===== src/rtl/nn_inference_sequencer.sv =====
// Run controller for one inference pass: clears the stage pipeline, enables stages
// one after another until each reports done, then captures the arg-max result.
module nn_inference_sequencer #(
  parameter int NUM_LAYERS     = 3,
  parameter int DATA_W         = 16,
  parameter int TIMEOUT_CYCLES = 4096,
  parameter int CNT_W          = 24
) (
  input  logic                  clk,
  input  logic                  reset,
  input  logic                  start,
  input  logic                  abort,
  output logic                  layer_reset,
  output logic [NUM_LAYERS-1:0] layer_enable,
  input  logic [NUM_LAYERS-1:0] layer_done,
  input  logic [7:0]            digit_in,
  input  logic [DATA_W-1:0]     max_in,
  output logic                  busy,
  output logic                  done,
  output logic                  error,
  output logic [7:0]            result_digit,
  output logic [DATA_W-1:0]     result_max,
  output logic [CNT_W-1:0]      cycle_count
);

  localparam int STAGE_W = (NUM_LAYERS > 1) ? $clog2(NUM_LAYERS) : 1;
  localparam int TIMER_W = (TIMEOUT_CYCLES > 1) ? $clog2(TIMEOUT_CYCLES) : 1;
  localparam logic [STAGE_W-1:0] LAST_STAGE  = STAGE_W'(NUM_LAYERS - 1);
  localparam logic [TIMER_W-1:0] TIMER_LIMIT = TIMER_W'(TIMEOUT_CYCLES - 1);

  typedef enum logic [2:0] {
    S_IDLE,
    S_CLEAR,
    S_RUN,
    S_FINISH,
    S_TIMEOUT
  } state_t;

  state_t              state_q, state_d;
  logic [STAGE_W-1:0]  stage_q, stage_d;
  logic [TIMER_W-1:0]  timer_q, timer_d;
  logic                error_q, error_d;
  logic [7:0]          result_digit_q, result_digit_d;
  logic [DATA_W-1:0]   result_max_q, result_max_d;
  logic [CNT_W-1:0]    cycle_count_q, cycle_count_d;
  logic                stage_done;
  logic [CNT_W-1:0]    cycle_count_inc;

  always_ff @(posedge clk) begin
    if (reset) begin
      state_q        <= S_IDLE;
      stage_q        <= '0;
      timer_q        <= '0;
      error_q        <= 1'b0;
      result_digit_q <= '0;
      result_max_q   <= '0;
      cycle_count_q  <= '0;
    end else begin
      state_q        <= state_d;
      stage_q        <= stage_d;
      timer_q        <= timer_d;
      error_q        <= error_d;
      result_digit_q <= result_digit_d;
      result_max_q   <= result_max_d;
      cycle_count_q  <= cycle_count_d;
    end
  end

  // Only the completion of the currently active stage advances the sequence.
  always_comb begin
    stage_done = 1'b0;
    for (int i = 0; i < NUM_LAYERS; i++) begin
      if (STAGE_W'(i) == stage_q) stage_done = layer_done[i];
    end
  end

  assign cycle_count_inc = (&cycle_count_q) ? cycle_count_q : cycle_count_q + CNT_W'(1);

  always_comb begin
    state_d        = state_q;
    stage_d        = stage_q;
    timer_d        = timer_q;
    error_d        = error_q;
    result_digit_d = result_digit_q;
    result_max_d   = result_max_q;
    cycle_count_d  = cycle_count_q;
    case (state_q)
      S_IDLE: begin
        if (start && !abort) begin
          state_d       = S_CLEAR;
          error_d       = 1'b0;
          cycle_count_d = '0;
        end
      end
      S_CLEAR: begin
        cycle_count_d = cycle_count_inc;
        stage_d       = '0;
        timer_d       = '0;
        state_d       = abort ? S_IDLE : S_RUN;
      end
      S_RUN: begin
        cycle_count_d = cycle_count_inc;
        if (abort) begin
          state_d = S_IDLE;
        end else if (stage_done) begin
          // A done arriving on the timeout cycle still counts as success.
          if (stage_q == LAST_STAGE) begin
            state_d = S_FINISH;
          end else begin
            stage_d = stage_q + STAGE_W'(1);
            timer_d = '0;
          end
        end else if (timer_q == TIMER_LIMIT) begin
          state_d = S_TIMEOUT;
          error_d = 1'b1;
        end else begin
          timer_d = timer_q + TIMER_W'(1);
        end
      end
      S_FINISH: begin
        result_digit_d = digit_in;
        result_max_d   = max_in;
        state_d        = S_IDLE;
      end
      S_TIMEOUT: begin
        state_d = S_IDLE;
      end
      default: begin
        state_d = S_IDLE;
      end
    endcase
  end

  // Upstream stages remain enabled so their outputs stay valid downstream.
  always_comb begin
    layer_enable = '0;
    if (state_q == S_RUN) begin
      for (int i = 0; i < NUM_LAYERS; i++) begin
        layer_enable[i] = (STAGE_W'(i) <= stage_q);
      end
    end
  end

  assign layer_reset  = (state_q == S_CLEAR);
  assign busy         = (state_q == S_CLEAR) || (state_q == S_RUN);
  assign done         = (state_q == S_FINISH) || (state_q == S_TIMEOUT);
  assign error        = error_q;
  assign result_digit = result_digit_q;
  assign result_max   = result_max_q;
  assign cycle_count  = cycle_count_q;

endmodule


===== config.mk =====
export PLATFORM = sky130hd
export DESIGN_NAME = nn_inference_sequencer
export DESIGN_NICKNAME = d
export VERILOG_FILES = /design/src/rtl/nn_inference_sequencer.sv
export SDC_FILE = /design/constraint.sdc
export NUM_CORES = 1
export LEC_CHECK = 0
export BUFFER_PORTS_ARGS = -buffer_cell sky130_fd_sc_hd__buf_2
export CAP_MARGIN = 20
export CORE_MARGIN = 1.5
export CORE_UTILIZATION = 45
export CTS_BUF_LIST = sky130_fd_sc_hd__clkbuf_4 sky130_fd_sc_hd__clkbuf_8
export DETAILED_ROUTE_END_ITERATION = 12
export GPL_TIMING_DRIVEN = 0
export PLACE_DENSITY = 0.7
export REMOVE_ABC_BUFFERS = 1
export SLEW_MARGIN = 10
export SYNTH_ARGS = -nofsm -noshare
export SYNTH_HDL_FRONTEND = slang
export SYNTH_SLANG_ARGS = --single-unit

===== constraint.sdc =====
create_clock -name clk -period 6.8 [get_ports clk]
set_clock_uncertainty 0.2 [all_clocks]
set_input_delay 0.68 -clock clk [delete_from_list [all_inputs] [get_ports clk]]
set_output_delay 0.68 -clock clk [all_outputs]
set_load 0.005 [all_outputs]

# Word-level counts from Yosys, hierarchy flattened
# Cells that the tools add are included.
word_totals:
  reg_bits: 66
  output_inout_bits: 55
  input_bits: 31
  wordCells: 76
classes:
  n_eq_ne: 19
  muxes: 28
  n_lt_le_gt_ge: 3
  reduce_logical: 16
  add_sub_neg: 3
op_table:
  columns: ["operator", "n"]
  rows:
  - ["two-way mux 12 bit", 4]
  - ["two-way mux 24 bit", 2]
  - ["case mux 24 bit (2 select lines)", 1]
  - ["adder 24 x 1 -> 24 bit (second input constant)", 1]
  - ["case mux 12 bit (2 select lines)", 1]
  - ["AND reduction 24 bit", 1]
  - ["two-way mux 3 bit", 6]
  - ["inequality test 2 bit (second input constant)", 7]
  - ["adder 12 x 1 -> 12 bit (second input constant)", 1]
  - ["== test 12 bit (second input constant)", 1]
  - ["case mux 3 bit (3 select lines)", 1]
  - ["two-way mux 2 bit", 4]
  - ["inequality test 4 bit (second input constant)", 2]
  - ["AND reduction 4 bit", 2]
  - ["two-way mux 1 bit", 7]
  - ["== test 3 x 2 -> 1 bit (second input constant)", 2]
  - ["inequality test 3 bit (second input constant)", 2]
  - ["AND reduction 3 bit", 2]
  - ["nonzero test 2 bit", 3]
  - ["AND reduction 5 bit", 1]
  - ["less-or-equal comparator 1 x 2 -> 1 bit (first input constant)", 2]
  - ["case mux 2 bit (2 select lines)", 1]
  - ["== test 3 x 1 -> 1 bit (second input constant)", 1]
  - ["== test 3 bit (second input constant)", 1]
  - ["12 further kinds", 13]

# Logic depth before layout (Yosys ltp)
# Gate-level depths: netlist of the first run.
depth:
  word_depth: 7
  depth_mapped: 9
  ltp_nobuf: 7

# Worst setup path before layout of the first run
# Ideal clock, no wire load.
synth_timing:
  path_type: "reg-to-output"
  start: "register state_q[2]"
  end: "output done"
  setup_slack_ps: 4613
  arrival_time_ps: 1307
  stages_incl_launch_ff: 6
  path_buffers: 3
  path_cell_list: "dfxtp_1 clkbuf_1 or2_2 clkbuf_1 clkbuf_1 nand2_1"
synth_between:
  elab_chain_cells: 2
synth_rtl:
  columns: ["element", "line_no", "text"]
  rows:
  - ["from (decl)", "39", "state_t state_q, state_d;"]
  - ["from (signal assigned)", "59", "state_q <= state_d;"]
  - ["== test 3 x 2 -> 1 bit or == test 3 bit (tied branches)", "146", "assign done = (state_q == S_FINISH) || (state_q == S_TIMEOUT);"]
  - ["logical OR 1 bit (*)", "146", null]
  - ["to (decl)", "19", "output logic done,"]
# Every way passes the cells marked *; elsewhere a longest branch is shown, timed or not.

# Worst setup path in the final report of the first run
layout_timing:
  start: "register state_q[1]"
  end: "output busy"
layout_between:
  elab_chain_cells: 2
layout_rtl:
  columns: ["element", "line_no", "text"]
  rows:
  - ["== test 3 x 1 -> 1 bit or == test 3 x 2 -> 1 bit (tied branches)", "145", "assign busy = (state_q == S_CLEAR) || (state_q == S_RUN);"]
  - ["logical OR 1 bit (*)", "145", null]
  - ["to (decl)", "18", "output logic busy,"]
# Marked as above.

==> flow_metrics.tcl, run 1 <==
set metrics [dict create \
    drt-pass1-iter-count 4 \
    routed_via_density 5.50 \
    slew_viol_final 0 \
    ctsResizeCount 0 \
    synth-seq-area-share_pct 40.7 \
    die_h_um 87.9 \
    r2r-end "cycle_count[17]$_SDFFE_PP0P_" \
    worst_pin_slew_ns 1.06 \
    status "complete, no violations" \
    fp-row-count 30 \
    drive_gt1_share_pct 23.2 \
    hold_end "result_max[1]$_SDFFE_PP0N_" \
    synth.distinct_cells 55 \
    yosysMostFrequentCell "nand2_1" \
    arrival_ns 1.91 \
    ys_warn_count 0 \
    syn-cell-area_mm2 0.00324 \
    nFillCells 666 \
    max_slew_margin_pct 29.2 \
    io_pins 86 \
    min_from "result_max[1]$_SDFFE_PP0N_" \
    p_leak_nw 1.59 \
    finalHoldViolCount 0 \
    gp_congestion 0.824 \
    worstSkewPairLatency_ns 0.34 \
    rsz0062_at_grt "no" \
    hpwl_mm 5.44 \
    io_buffers 85 \
    synthTopCellsByCount "nand2_1 (73), dfxtp_1 (66), a21oi_1 (49)" \
    cts_sinks 66 \
    fin_crit_sh_pct 41.0 \
    yosys.area.top_type "dfxtp_1" \
    clkTransAtPathRegs_ns 0.07 \
    finalSetupTns_ns 0 \
    postCtsSetupBuffers 0 \
    antenna_cells 0 \
    whs_ns 0.251 \
    critical_path.startpoint_type "register" \
    hold_depth 2 \
    grt_antenna_before_repair 0 \
    grt_max_degree 59 \
    p_per_area_mw_per_mm2 196 \
    ys_top_cells_by_area "dfxtp_1 (41%), nand2_1 (8.4%), a21oi_1 (7.6%)" \
    finalSetupViolCount 0 \
    core_area_mm2 0.00687 \
    die_area_mm2 0.00773 \
    reg2reg_from "cycle_count[0]$_SDFFE_PP0P_" \
    grt_pass1_wl_mm 12.8 \
    vias 3187 \
    root_buffer "clkbuf_8" \
    grt_pass1_vias 2797 \
    synth_top_area_share_pct 40.7 \
    placed_area_mm2 0.00370 \
    drcViolationCount 0 \
    cts_buffer_depth 2 \
    netlist_instances 406 \
    tritoncts "yes" \
    avgSynthCellArea_um2 7.99 \
    nets 516 \
    postRouteAntennaNets 0 \
    vdd_drop_max_mv 0.0838 \
    cts_htree_levels 3 \
    crit_required_ns 5.92 \
    cts_made_buffers 9 \
    grt_overflow 0 \
    wl_per_cell_um 13.6 \
    drt_iter0_drc 199 \
    final_area_mm2 0.00389 \
    seqCellArea_mm2 0.00132 \
    async_flop_share_pct 0 \
    synth_edf_count 0 \
    r2r_cells 6 \
    routed_wl_mm 7.89 \
    cts_hold_buffers 0 \
    grt_usage_pct 20.8 \
    crit_fanout 13 \
    max_freq_ghz 0.359 \
    ys.flop_type "dfxtp_1" \
    synth-seq-cells 66 \
    syn_to_final_growth_pct 20.0 \
    path_class "reg -> out" \
    rrSetupSlack_ns 4.15 \
    hold_class "reg -> reg" \
    die_w_um 87.9 \
    multi_input_comb_area_mm2 0.00179 \
    post-route-min-period_ns 2.79 \
    endpoint_kind "output port" \
    cap_violations 0 \
    start_util_pct 47.2 \
]
[area by class of cell]
class	instances	area share, %
Clock buffer	14	4.79
Clock inverter	1	0.193
Sequential cell	66	34.0
Tap cell	96	3.09
Multi-Input combinational cell	309	46.0
Inverter	7	0.675
Timing Repair Buffer	86	11.3
[metal layers]
layer | GRT usage [%] | up-vias | routed length (um)
met5 | 0 | - | 0
met4 | 7.65 | 0 | 91
met3 | 5.18 | 9 | 509
met2 | 32.9 | 106 | 3550
met1 | 27.4 | 1461 | 3740
li1 | - | 1611 | -
[state kept, by name, summed over array words and instances, names as in the netlist]
name and flops:
cycle_count 24, result_max 16, error 1, stage_q 2, result_digit 8, state_q 3, timer_q 12
[layout by cell type (no fill, tap or decap), drive strengths merged, types with 2 or more instances in the layout]
cell,synthesis,routed
ha,6,6
o21ai,17,17
o31ai,3,3
dfxtp,66,66
or2,4,4
a21oi,49,49
inv,7,7
and3,8,8
nor3,11,11
o41ai,3,3
nand4,10,10
o2bb2ai,2,2
nand2b,3,3
a31oi,7,7
xnor2,4,4
a311oi,3,3
a22oi,2,2
a41o,3,3
nand3,17,17
clkbuf,14,14
o21bai,2,2
a41oi,2,2
a211oi,3,3
nand3b,4,4
a22o,4,4
o22ai,2,2
nor2b,9,9
buf,10,86
and2,2,2
xor2,2,2
or3,10,10
nor4,5,5
a21o,4,4
a211o,3,3
nand2,73,73
nor2,22,22
[report_power, final]
part / internal, W / leakage [nW] / switching (W)
combinational: 0.0000203 / 0.956 / 0.0000358
sequential: 0.000388 / 0.532 / 0.00000254
clock: 0.000175 / 0.0982 / 0.000140
[through the flow]
stage | utilization (%) | instances | worst slack, ns | power [W]
CTS | 56.6 | 579 | 4.01 | 0.000768
global placement | 53.6 | 563 | 3.86 | 0.000454
finish | 56.6 | 579 | 4.01 | 0.000762
floorplan | - | 382 | 4.53 | 0.000429
detailed placement | 53.8 | 564 | 3.85 | 0.000454
global route | 56.6 | 579 | 3.91 | 0.000792
[critical path: stages (launching register included)]
cell and delay, ns:
dfxtp_1 0.49, xnor2_1 0.12, or2_2 0.41, inv_1 0.36, buf_2 0.19
[cells by family after synthesis]
family	Yosys count	share of synthesized area [%]
DFF	66	40.7
AOI/OAI and AO/OA	114	22.8
buffers and inverters	31	4.17
muxes	2	0.656
adders and majority gates	6	2.31
and+or+nand+nor	181	27.7
xor gates and xnor gates	6	1.62
[worst max-delay path by stage]
stage	start	end	slack (ns)	cells after the start
after detailed placement	reset	cycle_count[17]$_SDFFE_PP0P_	3.85	5
after CTS	state_q[1]$_SDFFE_PP0P_	busy	4.01	4
final	state_q[1]$_SDFFE_PP0P_	busy	4.01	4
after global routing	state_q[1]$_SDFFE_PP0P_	busy	3.91	4
after global placement	reset	cycle_count[17]$_SDFFE_PP0P_	3.86	5
after floorplan	stage_q[1]$_SDFFE_PP0P_	timer_q[10]$_SDFFE_PP0P_	4.53	7
No activity file was read; power rests on OpenSTA's default activity.
==> run 2, diff against run 1 <==
clock period = 2.9 ns   (was 6.8 ns; I/O delays follow)
==> run 2 against run 1 <==
Net effect: clock-buffer cell count stayed put; sequential power is 130% higher; via count is 3.5% higher; total power is 140% higher; combinational power grew to 2.8 times the previous value; setup slack worse by 3.7 ns; cell count is 4.1% higher; first-iteration DRC count is 11% lower; wire length is 4.1% higher; non-clock buffer count is 24 higher; largest cell class unchanged.
==> flow_metrics.tcl, run 2 (same netlist as run 1, synthesis figures left out) <==
set metrics [dict create \
    postRouteAntennaNets 0 \
    start_util_pct 47.2 \
    finalHoldViolCount 0 \
    drt_iter0_drc 177 \
    status "complete, no violations" \
    postLayoutSetupSlackWorst_ns 0.276 \
    crit_path_end "cycle_count[17]$_SDFFE_PP0P_" \
    crit_fanout 11 \
    hpwl_mm 5.44 \
    routed_wl_mm 8.21 \
    r2r_cells 6 \
    critical_path.startpoint_type "register" \
    io_buffers 85 \
    vdd_drop_max_mv 0.193 \
    postCtsSetupBuffers 0 \
    die_h_um 87.9 \
    die_w_um 87.9 \
    root_buffer "clkbuf_8" \
    r2r-end "cycle_count[17]$_SDFFE_PP0P_" \
    grt_max_degree 59 \
    vias 3298 \
    post-route-min-period_ns 2.62 \
    crit_required_ns 2.93 \
    p_leak_nw 1.69 \
    cap_violations 0 \
    finalSetupTns_ns 0 \
    routed_via_density 5.47 \
    rrSetupSlack_ns 0.28 \
    nets 540 \
    grt_pass1_wl_mm 13.3 \
    clkTransAtPathRegs_ns 0.07 \
    grt_usage_pct 21.7 \
    endpoint_kind "register" \
    drive_gt1_share_pct 22.1 \
    max_freq_ghz 0.381 \
    largest_reg_flops 24 \
    mostFrequentLayoutCell "buf_2" \
    drt-pass1-iter-count 4 \
    hold_class "in -> reg" \
    cts_buffer_depth 2 \
    wl_per_cell_um 13.6 \
    drcViolationCount 0 \
    rsz0062_at_grt "no" \
    core_area_mm2 0.00687 \
    critPathLaunch "cycle_count[0]$_SDFFE_PP0P_" \
    die_area_mm2 0.00773 \
    cts_sinks 66 \
    tritoncts "yes" \
    fin_crit_sh_pct 90.5 \
    grt_antenna_before_repair 0 \
    grt_overflow 0 \
    cts_made_buffers 9 \
    layout_common_cells "buf_2 (85), nand2_1 (73), dfxtp_1 (66)" \
    path_class "reg -> reg" \
    grt_pass1_vias 2948 \
    gp_congestion 0.824 \
    pre_cts_ws_ns 0.303 \
    fp-row-count 30 \
    slew_viol_final 0 \
    syn_to_final_growth_pct 27.4 \
    cts_htree_levels 3 \
    worst_pin_slew_ns 1.06 \
    antenna_cells 0 \
    io_pins 86 \
    reg2reg_from "cycle_count[0]$_SDFFE_PP0P_" \
    finalSetupViolCount 0 \
    arrival_ns 2.65 \
    p_per_area_mw_per_mm2 438 \
    max_slew_margin_pct 29.0 \
    worstSkewPairLatency_ns 0.33 \
]
[run 2: changes by cell type in the layout (fill, tap and decap cells not counted)]
| cell | change |
|---|---|
| dlygate4sd3_1 | +24 |
[run 2: worst min-delay path by stage]
stage / start / endpoint / slack, ns / cells after the start
floorplan: reset / cycle_count[1]$_SDFFE_PP0P_ / 0.16 / 1
global placement: result_max[5]$_SDFFE_PP0N_ / result_max[5]$_SDFFE_PP0N_ / 0.24 / 2
detailed placement: result_max[5]$_SDFFE_PP0N_ / result_max[5]$_SDFFE_PP0N_ / 0.24 / 2
CTS: max_in[6] / result_max[6]$_SDFFE_PP0N_ / 0.009 / 3
global route: max_in[6] / result_max[6]$_SDFFE_PP0N_ / 0.01 / 3
finish: max_in[6] / result_max[6]$_SDFFE_PP0N_ / 0.02 / 3
[run 2: layout make-up]
cell class	instances	area [um^2]
clock buffers	14	186
flip-flops and latches	66	1320
repair buffers	110	681
clock inverters	1	7.51
fillers	632	2740
multi-input cells	309	1790
inverters	7	26.3
well taps	96	120
[run 2: critical path, cell delays in order, from the launching register on]
cell     delay (ns)
dfxtp_1        0.41
ha_1           0.21
nand3_1        0.22
nor4_4         0.56
a41o_1         0.57
nor3_1         0.10
a211o_1        0.23
[run 2: per-layer routing]
metal | global-route usage [%] | wire length, um | up-vias | share of wire (%)
met5 | 0 | 0 | - | 0
met4 | 7.65 | 84 | 0 | 1.0
met3 | 5.09 | 522 | 9 | 6.4
met2 | 35.5 | 3800 | 99 | 46
met1 | 27.9 | 3800 | 1528 | 46
li1 | - | - | 1662 | -
[run 2: timing repair]
item | 4_1_cts | 5_1_grt
endpoints found under the hold margin | 24 | 0
hold buffers | 24 | 0
setup endpoints to repair | 0 | 0
gates resized for setup | 0 | 0
[run 2: through the flow]
step	utilization, %	hold WS, ns	cell area (um^2)	total power [W]	instances
2_1_floorplan	-	0.159	3130	0.00101	382
3_3_place_gp	53.6	0.240	3680	0.00107	563
3_5_place_dp	53.8	0.243	3700	0.00107	564
4_1_cts	60.1	0.00920	4130	0.00182	603
5_1_grt	60.1	0.0143	4130	0.00188	603
6_report	60.1	0.0163	4130	0.00181	603
[run 2: where the power goes]
group | internal, W | total (W) | switching [W]
clock | 0.000409 | 0.000737 | 0.000328
combinational | 0.0000687 | 0.000157 | 0.0000884
sequential | 0.000910 | 0.000916 | 0.00000580
total | 0.00139 | 0.00181 | 0.000422
==> run 3, diff against run 2 <==
clock period = 3.1 ns   (was 2.9 ns; I/O delays follow)
==> run 3 against run 2 <==
Net effect: combinational power fell by 20%; final area fell by 5.1%; maximum frequency fell by 0.75%; via count fell by 2.8%; core utilization fell by 3.1 points; total power fell by 7.6%; worst hold slack got worse by 0.0072 ns; die area did not move; non-clock buffer count fell by 21; first-iteration DRC count rose by 5.6%; flip-flop and latch count did not move; sequential power fell by 6.4%; critical endpoint unchanged.
==> flow_metrics.tcl, run 3 (same netlist as run 1, synthesis figures left out) <==
set metrics [dict create \
    status "complete, no violations" \
    finalSetupTns_ns 0 \
    grt_most_used_layer "met2" \
    drt_iter0_drc 187 \
    dp_cells 564 \
    cts_buffer_depth 2 \
    post-route-min-period_ns 2.64 \
    p_clk_share_pct 41.2 \
    drt-pass1-iter-count 4 \
    largest_reg_flops 24 \
    max_freq_ghz 0.378 \
    crit_fanout 11 \
    slowest_stage "a41o_1" \
    grt_pass1_wl_mm 12.8 \
    clkTransAtPathRegs_ns 0.07 \
    met1_usage_pct 27.4 \
    arrival_ns 2.67 \
    start_util_pct 47.2 \
    layout_common_cells "buf_2 (85), nand2_1 (73), dfxtp_1 (66)" \
    vdd_drop_max_mv 0.181 \
    worstSkewPairLatency_ns 0.33 \
    cts_htree_levels 3 \
    drcViolationCount 0 \
    grt_overflow 0 \
    postRouteAntennaNets 0 \
    switching_share_pct 23.4 \
    drive_gt1_share_pct 23.0 \
    routed_via_density 5.51 \
    tritoncts "yes" \
    nets 519 \
    cts_sinks 66 \
    crit_required_ns 3.13 \
    gp_congestion 0.824 \
    finalSetupViolCount 0 \
    root_buffer "clkbuf_8" \
    ctsResizeCount 0 \
    rsz0062_at_grt "no" \
    die_w_um 87.9 \
    met2_usage_pct 32.9 \
    path_cells "ha_1, nand3_1, nor4_4, a41o_1, nor3_1, a211o_1" \
    io_buffers 85 \
    p_leak_nw 1.60 \
    grt_antenna_before_repair 0 \
    fp-row-count 30 \
    io_pins 86 \
    critical_path.startpoint_type "register" \
    power_frac_comb_pct 7.5 \
    slowest_delay_ns 0.58 \
    cts_made_buffers 9 \
    max_slew_margin_pct 29.5 \
    vias 3206 \
    p_seq_share_pct 51.2 \
    die_h_um 87.9 \
    die_area_mm2 0.00773 \
    cap_violations 0 \
    antenna_cells 0 \
    finalHoldViolCount 0 \
    multi_input_comb_area_mm2 0.00179 \
    mostFrequentLayoutCell "buf_2" \
    wl_per_cell_um 13.5 \
    seqCellArea_mm2 0.00132 \
    hold_class "in -> reg" \
    p_per_area_mw_per_mm2 426 \
    fin_crit_sh_pct 85.3 \
    grt_max_degree 59 \
    fin_cells 582 \
    nFillCells 659 \
    core_area_mm2 0.00687 \
    syn_to_final_growth_pct 20.9 \
    internal-power_w 0.00128 \
    path_class "reg -> reg" \
    routed_wl_mm 7.88 \
    hpwl_mm 5.44 \
    worst_pin_slew_ns 1.06 \
    endpoint_kind "register" \
    p_sw_w 0.000391 \
    postCtsSetupBuffers 0 \
    met3_usage_pct 5.09 \
    grt_usage_pct 20.8 \
    grt_pass1_vias 2798 \
    slew_viol_final 0 \
]
-- run 3: changes by cell type in the layout (fill, tap and decap cells not counted) --
cell and delta:
dlygate4sd3_1 -21
-- run 3: worst max-delay path: cells and delay by family (launching register included) --
family | cells | cell delay, ns
simple gates | 3 | 0.88
compound gates | 2 | 0.81
flops | 1 | 0.43
fa+ha+maj | 1 | 0.21
-- run 3: layout make-up --
type / instances / share of cell area (%)
repair buffers: 89 / 12.0
well taps: 96 / 3.06
multi-input cells: 309 / 45.6
clock inverters: 1 / 0.191
inverters: 7 / 0.670
clock buffers: 14 / 4.75
flip-flops and latches: 66 / 33.7
-- run 3: through the flow --
step                      setup slack, ns  total power (W)  hold WS (ns)  cell area, um^2  util, %
after CTS                           0.479          0.00169      0.000340             3910     56.9
after floorplan                     0.827         0.000940         0.179             3130        -
after global placement              0.535         0.000996         0.240             3680     53.6
after detailed placement            0.503         0.000997         0.243             3700     53.8
after global routing                0.294          0.00174       0.00704             3920     57.1
final                               0.456          0.00167       0.00904             3920     57.1
-- run 3: final timing paths --
kind	start	end	slack, ns	cells after the start
setup / recovery	cycle_count[0]$_SDFFE_PP0P_	cycle_count[17]$_SDFFE_PP0P_	0.46	6
hold / removal	digit_in[5]	result_digit[5]$_SDFFE_PP0N_	0.009	3
setup reg to reg	cycle_count[0]$_SDFFE_PP0P_	cycle_count[17]$_SDFFE_PP0P_	0.46	6
hold reg to reg	result_max[13]$_SDFFE_PP0N_	result_max[13]$_SDFFE_PP0N_	0.25	2
-- run 3: power groups by stage --
stage	clock, W	combinational (W)	sequential [W]
final	0.000689	0.000126	0.000857
after global routing	0.000743	0.000140	0.000856
after CTS	0.000705	0.000124	0.000856
after detailed placement	0	0.000121	0.000876
after global placement	0	0.000121	0.000875
after floorplan	0	0.0000658	0.000875
-- run 3: per-layer routing --
layer	up-vias	wire length, um
li1	1621	-
met1	1475	3750
met2	102	3540
met3	8	511
met4	0	74
met5	-	0
-- run 3: what timing repair did --
item | 4_1_cts | 5_1_grt
hold endpoints to repair | 2 | 1
endpoints found under the setup margin | 0 | 0
hold buffers | 2 | 1
